### config.mk
export PLATFORM = sky130hd
export DESIGN_NAME = exe_result_stage_flat
export DESIGN_NICKNAME = d
export VERILOG_FILES = /design/src/rtl/exe_result_stage_pkg.sv /design/src/rtl/exe_result_stage_if.sv /design/src/rtl/exe_fwd_sel.sv /design/src/rtl/exe_result_stage.sv /design/src/flat_wrapper.sv
export SDC_FILE = /design/constraint.sdc
export NUM_CORES = 1
export LEC_CHECK = 0
export ABC_CLOCK_PERIOD_IN_PS = 2000
export CAP_MARGIN = 15
export CORE_AREA = 2 2 152 154
export DETAILED_ROUTE_END_ITERATION = 16
export DIE_AREA = 0 0 154 156
export PLACE_DENSITY = 0.69
export SYNTH_ARGS = -nofsm -noshare
export SYNTH_HDL_FRONTEND = slang
export SYNTH_HIERARCHICAL = 1
export SYNTH_SLANG_ARGS = --single-unit
### constraint.sdc
create_clock -name clk -period 2 [get_ports clk]
set_input_delay 0.3 -clock clk [delete_from_list [all_inputs] [get_ports clk]]
set_output_delay 0.3 -clock clk [all_outputs]
set_load 0.02 [all_outputs]
### src/rtl/exe_result_stage_pkg.sv
// Shared types and constants for the execute-stage sequencer.
//   OP_W        : one-hot ALU operation width (bits [18:12] are mul/div)
//   DATA_W      : operand / result / PC width
//   DEST_W      : register-index width
//   MULDIV_MASK : selects the multi-cycle mul/div operation bits
//   es_state_e  : sequencer states
package exe_result_stage_pkg;

  localparam int unsigned OP_W   = 19;
  localparam int unsigned DATA_W = 32;
  localparam int unsigned DEST_W = 5;

  localparam logic [OP_W-1:0] MULDIV_MASK = 19'h7F000;

  typedef enum logic [1:0] {
    StIdle,   // empty
    StBusy,   // operation driven to the ALU
    StHold,   // result latched, waiting on the memory stage
    StDrain   // flushed while mul/div is still running
  } es_state_e;

endpackage

### src/rtl/exe_result_stage_if.sv
// Signal bundle between the execute stage and its surroundings (decode, ALU,
// memory stage, exception flush, forwarding network).
//   slave  : the execute stage's view
//   master : the environment's view (decode/ALU/memory stage)
interface exe_result_stage_if;
  import exe_result_stage_pkg::*;

  // decode -> execute
  logic              ds_to_es_valid;
  logic              es_allowin;
  logic [DATA_W-1:0] ds_pc;
  logic [OP_W-1:0]   ds_alu_op;
  logic [DATA_W-1:0] ds_alu_src1;
  logic [DATA_W-1:0] ds_alu_src2;
  logic [DEST_W-1:0] ds_dest;
  logic              ds_gr_we;
  logic              ds_res_from_mem;
  // execute <-> ALU
  logic [OP_W-1:0]   es_alu_op;
  logic [DATA_W-1:0] es_alu_src1;
  logic [DATA_W-1:0] es_alu_src2;
  logic              alu_complete;
  logic [DATA_W-1:0] alu_result;
  logic              res_from_mul;
  logic [DATA_W-1:0] mul_res;
  // execute -> memory
  logic              ms_allowin;
  logic              es_to_ms_valid;
  logic [DATA_W-1:0] es_pc;
  logic [DEST_W-1:0] es_dest;
  logic              es_gr_we;
  logic              es_res_from_mem;
  logic [DATA_W-1:0] es_result;
  // control / forwarding
  logic              flush;
  logic              es_fwd_valid;
  logic [DEST_W-1:0] es_fwd_dest;
  logic [DATA_W-1:0] es_fwd_data;
  logic              es_fwd_block;

  modport slave (
    input  ds_to_es_valid, ds_pc, ds_alu_op, ds_alu_src1, ds_alu_src2, ds_dest, ds_gr_we,
           ds_res_from_mem, alu_complete, alu_result, res_from_mul, mul_res, ms_allowin, flush,
    output es_allowin, es_alu_op, es_alu_src1, es_alu_src2, es_to_ms_valid, es_pc, es_dest,
           es_gr_we, es_res_from_mem, es_result, es_fwd_valid, es_fwd_dest, es_fwd_data,
           es_fwd_block
  );

  modport master (
    output ds_to_es_valid, ds_pc, ds_alu_op, ds_alu_src1, ds_alu_src2, ds_dest, ds_gr_we,
           ds_res_from_mem, alu_complete, alu_result, res_from_mul, mul_res, ms_allowin, flush,
    input  es_allowin, es_alu_op, es_alu_src1, es_alu_src2, es_to_ms_valid, es_pc, es_dest,
           es_gr_we, es_res_from_mem, es_result, es_fwd_valid, es_fwd_dest, es_fwd_data,
           es_fwd_block
  );

endinterface

### src/rtl/exe_fwd_sel.sv
// Combinational generator of the execute-stage forwarding/interlock outputs.
// Configuration macro: EXE_FWD_EN
//   defined   : real data forwarded; decode stalls only when data is not ready
//   undefined : data forced to 0; decode stalls on every destination match
// Ports:
//   i_busy/i_hold        : sequencer is in BUSY / HOLD
//   i_alu_complete       : ALU result valid this cycle
//   i_gr_we/i_res_from_mem/i_dest : registered instruction attributes
//   i_cur_res            : live ALU/multiplier result
//   i_latched_res        : result captured on back-pressure
//   o_fwd_valid/o_fwd_dest/o_fwd_data/o_fwd_block : forwarding outputs
module exe_fwd_sel
  import exe_result_stage_pkg::*;
(
  input  logic              i_busy,
  input  logic              i_hold,
  input  logic              i_alu_complete,
  input  logic              i_gr_we,
  input  logic              i_res_from_mem,
  input  logic [DEST_W-1:0] i_dest,
  input  logic [DATA_W-1:0] i_cur_res,
  input  logic [DATA_W-1:0] i_latched_res,
  output logic              o_fwd_valid,
  output logic [DEST_W-1:0] o_fwd_dest,
  output logic [DATA_W-1:0] o_fwd_data,
  output logic              o_fwd_block
);

  // Register 0 is hard-wired, so a write to it never needs forwarding.
  assign o_fwd_valid = (i_busy | i_hold) & i_gr_we & (i_dest != '0);
  assign o_fwd_dest  = i_dest;

`ifdef EXE_FWD_EN
  // Loads resolve in the memory stage; mul/div data exists only on completion.
  assign o_fwd_block = o_fwd_valid & (i_res_from_mem | (i_busy & ~i_alu_complete));

  always_comb begin
    o_fwd_data = '0;
    if (i_hold) begin
      o_fwd_data = i_latched_res;
    end else if (i_busy) begin
      o_fwd_data = i_cur_res;
    end
  end
`else
  assign o_fwd_block = o_fwd_valid;
  assign o_fwd_data  = '0;

  logic w_unused;
  assign w_unused = ^{i_alu_complete, i_res_from_mem, i_cur_res, i_latched_res};
`endif

endmodule

### src/rtl/exe_result_stage.sv
// Execute-stage sequencer: registers the decoded operation, drives the ALU,
// waits for multi-cycle mul/div completion, merges alu_result/mul_res and
// hands the result to the memory stage over valid/allowin. Also publishes
// forwarding/interlock information (see exe_fwd_sel; macro EXE_FWD_EN).
// Ports:
//   clk    : rising-edge clock
//   resetn : asynchronous active-low reset
//   es_bus : exe_result_stage_if.slave (decode, ALU, memory, flush, forwarding)
module exe_result_stage
  import exe_result_stage_pkg::*;
(
  input logic                 clk,
  input logic                 resetn,
  exe_result_stage_if.slave   es_bus
);

  es_state_e r_state, w_state_next;

  logic [OP_W-1:0]   r_op;
  logic [DATA_W-1:0] r_src1;
  logic [DATA_W-1:0] r_src2;
  logic [DATA_W-1:0] r_pc;
  logic [DEST_W-1:0] r_dest;
  logic              r_gr_we;
  logic              r_res_from_mem;
  logic [DATA_W-1:0] r_result;

  logic              w_idle, w_busy, w_hold, w_drain;
  logic              w_allowin, w_acc, w_muldiv, w_latch;
  logic [DATA_W-1:0] w_cur_res;

  assign w_idle  = (r_state == StIdle);
  assign w_busy  = (r_state == StBusy);
  assign w_hold  = (r_state == StHold);
  assign w_drain = (r_state == StDrain);

  assign w_cur_res = es_bus.res_from_mul ? es_bus.mul_res : es_bus.alu_result;
  assign w_muldiv  = |(r_op & MULDIV_MASK);

  assign w_allowin = ~es_bus.flush &
                     (w_idle | (w_busy & es_bus.alu_complete & es_bus.ms_allowin) |
                      (w_hold & es_bus.ms_allowin));
  assign w_acc     = es_bus.ds_to_es_valid & w_allowin;
  // Capture the result only when it cannot be handed off this cycle.
  assign w_latch   = w_busy & es_bus.alu_complete & ~es_bus.ms_allowin & ~es_bus.flush;

  always_comb begin
    w_state_next = r_state;
    if (es_bus.flush) begin
      // A running mul/div cannot be aborted; let it finish in DRAIN.
      if ((w_busy & w_muldiv & ~es_bus.alu_complete) | (w_drain & ~es_bus.alu_complete)) begin
        w_state_next = StDrain;
      end else begin
        w_state_next = StIdle;
      end
    end else begin
      unique case (r_state)
        StIdle: begin
          if (w_acc) w_state_next = StBusy;
        end
        StBusy: begin
          if (es_bus.alu_complete) begin
            if (es_bus.ms_allowin) w_state_next = w_acc ? StBusy : StIdle;
            else                   w_state_next = StHold;
          end
        end
        StHold: begin
          if (es_bus.ms_allowin) w_state_next = w_acc ? StBusy : StIdle;
        end
        StDrain: begin
          if (es_bus.alu_complete) w_state_next = StIdle;
        end
        default: w_state_next = StIdle;
      endcase
    end
  end

  always_ff @(posedge clk or negedge resetn) begin
    if (!resetn) begin
      r_state        <= StIdle;
      r_op           <= '0;
      r_src1         <= '0;
      r_src2         <= '0;
      r_pc           <= '0;
      r_dest         <= '0;
      r_gr_we        <= 1'b0;
      r_res_from_mem <= 1'b0;
      r_result       <= '0;
    end else begin
      r_state <= w_state_next;
      if (w_acc) begin
        r_op           <= es_bus.ds_alu_op;
        r_src1         <= es_bus.ds_alu_src1;
        r_src2         <= es_bus.ds_alu_src2;
        r_pc           <= es_bus.ds_pc;
        r_dest         <= es_bus.ds_dest;
        r_gr_we        <= es_bus.ds_gr_we;
        r_res_from_mem <= es_bus.ds_res_from_mem;
      end
      if (w_latch) begin
        r_result <= w_cur_res;
      end
    end
  end

  assign es_bus.es_allowin      = w_allowin;
  // Op is masked outside BUSY/DRAIN so mul/div is not re-triggered.
  assign es_bus.es_alu_op       = (w_busy | w_drain) ? r_op : '0;
  assign es_bus.es_alu_src1     = r_src1;
  assign es_bus.es_alu_src2     = r_src2;
  assign es_bus.es_to_ms_valid  = ((w_busy & es_bus.alu_complete) | w_hold) & ~es_bus.flush;
  assign es_bus.es_pc           = r_pc;
  assign es_bus.es_dest         = r_dest;
  assign es_bus.es_gr_we        = r_gr_we;
  assign es_bus.es_res_from_mem = r_res_from_mem;
  assign es_bus.es_result       = w_busy ? w_cur_res : r_result;

  exe_fwd_sel u_fwd_sel (
    .i_busy         (w_busy),
    .i_hold         (w_hold),
    .i_alu_complete (es_bus.alu_complete),
    .i_gr_we        (r_gr_we),
    .i_res_from_mem (r_res_from_mem),
    .i_dest         (r_dest),
    .i_cur_res      (w_cur_res),
    .i_latched_res  (r_result),
    .o_fwd_valid    (es_bus.es_fwd_valid),
    .o_fwd_dest     (es_bus.es_fwd_dest),
    .o_fwd_data     (es_bus.es_fwd_data),
    .o_fwd_block    (es_bus.es_fwd_block)
  );

endmodule

### src/flat_wrapper.sv
// flat-port wrapper written by rule: the top's interface ports become plain ports
module exe_result_stage_flat import exe_result_stage_pkg::*;
  (clk, resetn, es_bus_ds_to_es_valid, es_bus_ds_pc, es_bus_ds_alu_op, es_bus_ds_alu_src1, es_bus_ds_alu_src2, es_bus_ds_dest, es_bus_ds_gr_we, es_bus_ds_res_from_mem, es_bus_alu_complete, es_bus_alu_result, es_bus_res_from_mul, es_bus_mul_res, es_bus_ms_allowin, es_bus_flush, es_bus_es_allowin, es_bus_es_alu_op, es_bus_es_alu_src1, es_bus_es_alu_src2, es_bus_es_to_ms_valid, es_bus_es_pc, es_bus_es_dest, es_bus_es_gr_we, es_bus_es_res_from_mem, es_bus_es_result, es_bus_es_fwd_valid, es_bus_es_fwd_dest, es_bus_es_fwd_data, es_bus_es_fwd_block);
  exe_result_stage_if es_bus_i ();
  input logic clk;
  input logic resetn;
  input wire logic [$bits(es_bus_i.ds_to_es_valid)-1:0] es_bus_ds_to_es_valid;
  input wire logic [$bits(es_bus_i.ds_pc)-1:0] es_bus_ds_pc;
  input wire logic [$bits(es_bus_i.ds_alu_op)-1:0] es_bus_ds_alu_op;
  input wire logic [$bits(es_bus_i.ds_alu_src1)-1:0] es_bus_ds_alu_src1;
  input wire logic [$bits(es_bus_i.ds_alu_src2)-1:0] es_bus_ds_alu_src2;
  input wire logic [$bits(es_bus_i.ds_dest)-1:0] es_bus_ds_dest;
  input wire logic [$bits(es_bus_i.ds_gr_we)-1:0] es_bus_ds_gr_we;
  input wire logic [$bits(es_bus_i.ds_res_from_mem)-1:0] es_bus_ds_res_from_mem;
  input wire logic [$bits(es_bus_i.alu_complete)-1:0] es_bus_alu_complete;
  input wire logic [$bits(es_bus_i.alu_result)-1:0] es_bus_alu_result;
  input wire logic [$bits(es_bus_i.res_from_mul)-1:0] es_bus_res_from_mul;
  input wire logic [$bits(es_bus_i.mul_res)-1:0] es_bus_mul_res;
  input wire logic [$bits(es_bus_i.ms_allowin)-1:0] es_bus_ms_allowin;
  input wire logic [$bits(es_bus_i.flush)-1:0] es_bus_flush;
  output wire logic [$bits(es_bus_i.es_allowin)-1:0] es_bus_es_allowin;
  output wire logic [$bits(es_bus_i.es_alu_op)-1:0] es_bus_es_alu_op;
  output wire logic [$bits(es_bus_i.es_alu_src1)-1:0] es_bus_es_alu_src1;
  output wire logic [$bits(es_bus_i.es_alu_src2)-1:0] es_bus_es_alu_src2;
  output wire logic [$bits(es_bus_i.es_to_ms_valid)-1:0] es_bus_es_to_ms_valid;
  output wire logic [$bits(es_bus_i.es_pc)-1:0] es_bus_es_pc;
  output wire logic [$bits(es_bus_i.es_dest)-1:0] es_bus_es_dest;
  output wire logic [$bits(es_bus_i.es_gr_we)-1:0] es_bus_es_gr_we;
  output wire logic [$bits(es_bus_i.es_res_from_mem)-1:0] es_bus_es_res_from_mem;
  output wire logic [$bits(es_bus_i.es_result)-1:0] es_bus_es_result;
  output wire logic [$bits(es_bus_i.es_fwd_valid)-1:0] es_bus_es_fwd_valid;
  output wire logic [$bits(es_bus_i.es_fwd_dest)-1:0] es_bus_es_fwd_dest;
  output wire logic [$bits(es_bus_i.es_fwd_data)-1:0] es_bus_es_fwd_data;
  output wire logic [$bits(es_bus_i.es_fwd_block)-1:0] es_bus_es_fwd_block;
  assign es_bus_i.ds_to_es_valid = es_bus_ds_to_es_valid;
  assign es_bus_i.ds_pc = es_bus_ds_pc;
  assign es_bus_i.ds_alu_op = es_bus_ds_alu_op;
  assign es_bus_i.ds_alu_src1 = es_bus_ds_alu_src1;
  assign es_bus_i.ds_alu_src2 = es_bus_ds_alu_src2;
  assign es_bus_i.ds_dest = es_bus_ds_dest;
  assign es_bus_i.ds_gr_we = es_bus_ds_gr_we;
  assign es_bus_i.ds_res_from_mem = es_bus_ds_res_from_mem;
  assign es_bus_i.alu_complete = es_bus_alu_complete;
  assign es_bus_i.alu_result = es_bus_alu_result;
  assign es_bus_i.res_from_mul = es_bus_res_from_mul;
  assign es_bus_i.mul_res = es_bus_mul_res;
  assign es_bus_i.ms_allowin = es_bus_ms_allowin;
  assign es_bus_i.flush = es_bus_flush;
  assign es_bus_es_allowin = es_bus_i.es_allowin;
  assign es_bus_es_alu_op = es_bus_i.es_alu_op;
  assign es_bus_es_alu_src1 = es_bus_i.es_alu_src1;
  assign es_bus_es_alu_src2 = es_bus_i.es_alu_src2;
  assign es_bus_es_to_ms_valid = es_bus_i.es_to_ms_valid;
  assign es_bus_es_pc = es_bus_i.es_pc;
  assign es_bus_es_dest = es_bus_i.es_dest;
  assign es_bus_es_gr_we = es_bus_i.es_gr_we;
  assign es_bus_es_res_from_mem = es_bus_i.es_res_from_mem;
  assign es_bus_es_result = es_bus_i.es_result;
  assign es_bus_es_fwd_valid = es_bus_i.es_fwd_valid;
  assign es_bus_es_fwd_dest = es_bus_i.es_fwd_dest;
  assign es_bus_es_fwd_data = es_bus_i.es_fwd_data;
  assign es_bus_es_fwd_block = es_bus_i.es_fwd_block;
  exe_result_stage u_core (.clk(clk), .resetn(resetn), .es_bus(es_bus_i));
endmodule
Word level (Yosys, flattened, before mapping):

Cells that the tools add are included.

* bits of input ports: 193
* logic and storage cells: 54
* bits in registers: 156
* output and inout bits: 195

* reductions and logical operators: 4
* multiplexer cells: 12
* bitwise operators: 22
* equal/unequal tests: 7

Operators by type and width (count)
* 2-to-1 mux 32 bit: 2
* 2-to-1 mux 19 bit: 1
* 2-to-1 mux 2 bit: 7
* AND 1 bit: 13
* != test 3 bit (second input constant): 4
* case mux 2 bit (4 select lines): 1
* OR reduction 7 bit: 1
* bitwise OR 1 bit: 6
* nonzero test 5 bit: 1
* equality test 2 bit (second input constant): 2
* AND reduction 4 bit: 1
* inverter 1 bit: 3
* equality test 2 x 1 -> 1 bit (second input constant): 1
* zero test 2 bit: 1
* 2-to-1 mux 1 bit: 1

Depth between registers and ports, before layout:

* depth in word-level cells: 12
* mapped depth: 7
* mapped depth without buffers: 4

Cells and area by module:

Netlist, hierarchy kept.

By module, submodules not included
* exe_result_stage: times used 1, seq. area each 3903.7 sq um, area each 7088.0 sq um, cells each 550
* exe_fwd_sel: times used 1, seq. area each 0.0 sq um, area each 312.8 sq um, cells each 43

Worst setup path before layout:

No wires, ideal clock.

* path kind: register to output
* start: register u_core.r_state[1]
* end: output port es_bus_es_fwd_valid
* path buffers: 2
* slack: 205 ps
* stages on the path, launching flop included: 7
* required time: 1700 ps
* arrival time: 1495 ps
* cells stage by stage: dfrtp_1 nand2b_1 buf_2 inv_1 o21ai_0 a21oi_1 buf_4

* word-level cells in the longest chain between the ends: 4
* elaborated cells on any way between the ends: 5
* those cells by class: 2 x eq/ne; 3 x bitwise

Ends and longest elaborated chain
* from (decl): line exe_result_stage.sv:17 `es_state_e r_state, w_state_next;`
* from (signal assigned): line exe_result_stage.sv:80 `r_state <= StIdle;`
* from (signal assigned): line exe_result_stage.sv:90 `r_state <= w_state_next;`
* equality test 2 x 1 -> 1 bit: line exe_result_stage.sv:33 `assign w_busy = (r_state == StBusy);`
* via u_core.w_busy: line exe_result_stage.sv:28 `logic w_idle, w_busy, w_hold, w_drain;`
* bitwise OR 1 bit: line exe_fwd_sel.sv:30 `assign o_fwd_valid = (i_busy | i_hold) & i_gr_we & (i_dest != '0);`
* AND 1 bit (2 in a row): line exe_fwd_sel.sv:30
* to (decl): line flat_wrapper.sv:31 `output wire logic [$bits(es_bus_i.es_fwd_valid)-1:0] es_bus_es_fwd_valid;`

The timed path passes the listed nets, and every way through them passes these cells.

Worst setup path in the final report:

* start: register u_core.r_state[1]
* end: register u_core.r_src2[30], in the netlist u_core/es_bus.es_alu_src2[30]

* word-level cells in the longest chain between the ends: 7
* elaborated cells on any way between the ends: 10
* those cells by class: 2 x eq/ne; 7 x bitwise; 1 x reduce/logical

Ends and longest elaborated chain
* equality test 2 x 1 -> 1 bit: line exe_result_stage.sv:33
* AND 1 bit (2 in a row): line exe_result_stage.sv:41 `(w_idle | (w_busy & es_bus.alu_complete & es_bus.ms_allowin) |`
* bitwise OR 1 bit: line exe_result_stage.sv:41
* bitwise OR 1 bit *: line exe_result_stage.sv:41
* AND 1 bit *: line exe_result_stage.sv:40 `assign w_allowin = ~es_bus.flush &`
* AND 1 bit *: line exe_result_stage.sv:43 `assign w_acc = es_bus.ds_to_es_valid & w_allowin;`
* to (signal assigned): line exe_result_stage.sv:94 `r_src2 <= es_bus.ds_alu_src2;`
* to (decl): line exe_result_stage.sv:21 `logic [DATA_W-1:0] r_src2;`

Mark *: on every way between the ends. The rest lies on a longest branch, timed or not.
A chain may end at the register's enable or synchronous reset.

==> run_results.csv <==
group,metric,value,unit
clock_tree,cts_sinks,156,
detailed_routing,viasPerCell,4.462,
logic_synthesis,yosys_warnings,6,
clock_tree,ctsHtreeMaxLevel,4,
grt,grt_start_max_net_pins,65,
critical_path,critPathArrivalTime,2.21,ns
power,powerDensity,1348,nW/um^2
die,rows,55,
critical_path,end_kind,"flip-flop",
placement,dp_hpwl,15530,um
critical_path,cpPeakStageDelay,0.38,ns
timing,finalCritPeriodShare,95.72,%
critical_path,critical_path_class,"flip-flop to flip-flop",
timing,fin_setup_tns,0,ns
die,fp.coreArea,22370,um^2
placement,dp_slack,-0.2478,ns
logic_synthesis,syn-mean-instance-area,12.98,um^2
status,status,"finished, final reports clean",
clock_tree,cts_tree,"done",
timing,fmax,522.4,MHz
critical_path,start_kind,"flip-flop",
critical_path,crit_top_cell,"buf_4",
clock_tree,clk_path_buf_depth,2,
grt,gr-usage-all-layers,16.57,%
detailed_routing,routed_wl,20350,um
timing,maxSlewViolCount,0,
die,fp.dieW,154,um
grt,antenna_found_initial,0,
die,boundaryPins,388,
clock_tree,clkLatencyLatePin,0.42,ns
detailed_routing,dr.pass1.iters,4,
placement,io_buffers,355,
critical_path,cp_cell_sequence,"buf_4 > nor2b_1 > o2bb2ai_1 > buf_4 > nand3b_4 > buf_16 > mux2_4",
timing,rsz0062_at_grt,"true",
detailed_routing,drc,0,
power,ir_drop,626.2,uV
die,start_util,32.55,%
grt,grt_pass1_wl,31240,um
timing,whs,0.3915,ns
final_layout,nets,1124,
final_layout,drive_above_1_share,24.60,%
clock_tree,clk_pin_slew_worst_paths,0.07,ns
detailed_routing,num_vias,5479,
final_layout,num_antenna_cells,0,
clock_tree,numCtsBuffers,17,
timing,setup_slack,0.08567,ns
flow_run,maxCapViolCount,0,
critical_path,cp_max_fo,53,
timing,hold_viol_final,0,
clock_tree,cts_setup_buffers,0,
critical_path,cp_top_family,"buffers and inverters",
critical_path,cpMaxStageDelayCell,"dfrtp_1",
detailed_routing,wl_per_cell,16.57,um
timing,finalSetupViolCount,0,
grt,grt_overflow,0,
die,die_area,24020,um^2
clock_tree,ctsRootBufferMaster,"clkbuf_16",
final_layout,area_growth,60.41,%
logic_synthesis,syn_inst,561,
timing,post-route-min-period,1.914,ns
grt,first_global_vias,5748,
die,die_h,156,um
placement,place_congestion,0.7607,
critical_path,cp_data_required_time,2.30,ns
detailed_routing,drt_iter0_markers,194,
detailed_routing,ant_nets,0,
worst_hold_path,hp-class,"primary input to asynchronous set/reset pin",
timing,clock_skew,0.01222,ns
logic_synthesis,syn_area,7281,um^2
critical_path,path_buf_inv,3,
power,p_leak,5.381,nW
## stage by stage
| step | utilization [%] | std cells | instance area (um^2) | power (mW) |
|---|---|---|---|---|
| after detailed placement | 50.06 | 1195 | 11200 | 13.09 |
| after floorplan | - | 592 | 7397 | 9.264 |
| after CTS | 52.19 | 1227 | 11670 | 15.96 |
| after global routing | 52.22 | 1228 | 11680 | 16.66 |
| after global placement | 50.06 | 1195 | 11200 | 12.96 |
| final | 52.22 | 1228 | 11680 | 15.74 |
## registers in the layout (all words and copies together) (netlist names)
register	flops
u_core/es_bus.es_alu_src1	32
u_core/es_bus.es_alu_src2	32
u_core/es_bus.es_pc	32
u_core/r_result	32
u_core/r_op	19
u_core/es_bus.es_dest	5
u_core/r_state	2
u_core/es_bus.es_gr_we	1
u_core/es_bus.es_res_from_mem	1
## power breakdown
group | switching (mW) | internal (mW)
registers | 0.753 | 4.44
logic | 3.58 | 3.90
clock network | 1.42 | 1.64
total | 5.76 | 9.98
## timing repair
item | in CTS | in global routing
hold buffers | 1 | 0
resized for setup | 172 | 11
setup endpoints to repair | 55 | 16
endpoints found under the hold margin | 43 | 0
pin swaps | 0 | 0
cloned | 0 | 1
## placed cells by master (no fill, tap or decap), drive strengths merged, types with 3 or more instances in the layout
| cell | instances |
|---|---|
| buf | 62 |
| dfrtp | 156 |
| nand2 | 33 |
| clkbuf | 19 |
| nor2b | 6 |
| conb | 32 |
| nor2 | 36 |
| and2 | 19 |
| mux2i | 33 |
| dlygate4sd2 | 19 |
| o21ai | 36 |
| inv | 9 |
| clkdlybuf4s15 | 11 |
| clkdlybuf4s50 | 298 |
| clkinv | 3 |
| mux2 | 122 |
| a21oi | 36 |
## metal layers
| metal | wire length, um | track usage [%] | vias up |
|---|---|---|---|
| met1 | 7809 | 18.71 | 2622 |
| met3 | 1651 | 6.222 | 27 |
| li1 | - | - | 2598 |
| met4 | 394 | 5.474 | 0 |
| met2 | 10500 | 28.98 | 232 |
| met5 | 0 | 0 | - |
## final timing paths
kind	end	startpoint	depth (start not counted)	slack [ns]
min in group clk	u_core/r_result[2]	es_bus_res_from_mul	4	0.47
max in group asynchronous	u_core/es_bus.es_alu_src2[2]	resetn	3	0.93
min	u_core/es_bus.es_pc[22]	resetn	2	0.39
max	u_core/es_bus.es_alu_src2[30]	u_core/r_state[1]	7	0.09
min reg2reg	u_core/es_bus.es_alu_src1[31]	u_core/es_bus.es_alu_src1[31]	1	0.50
max reg2reg	u_core/es_bus.es_alu_src2[30]	u_core/r_state[1]	7	0.09
## final cells by class
type	instances	area, um^2
clock buffers	18	429.2
repair buffers	392	3854
multi-input cells	363	3004
inverters	1	3.754
well taps	285	356.6
flip-flops and latches	156	3905
clock inverters	13	126.4
fillers	1989	10690
(Power assumes the default switching activity.)
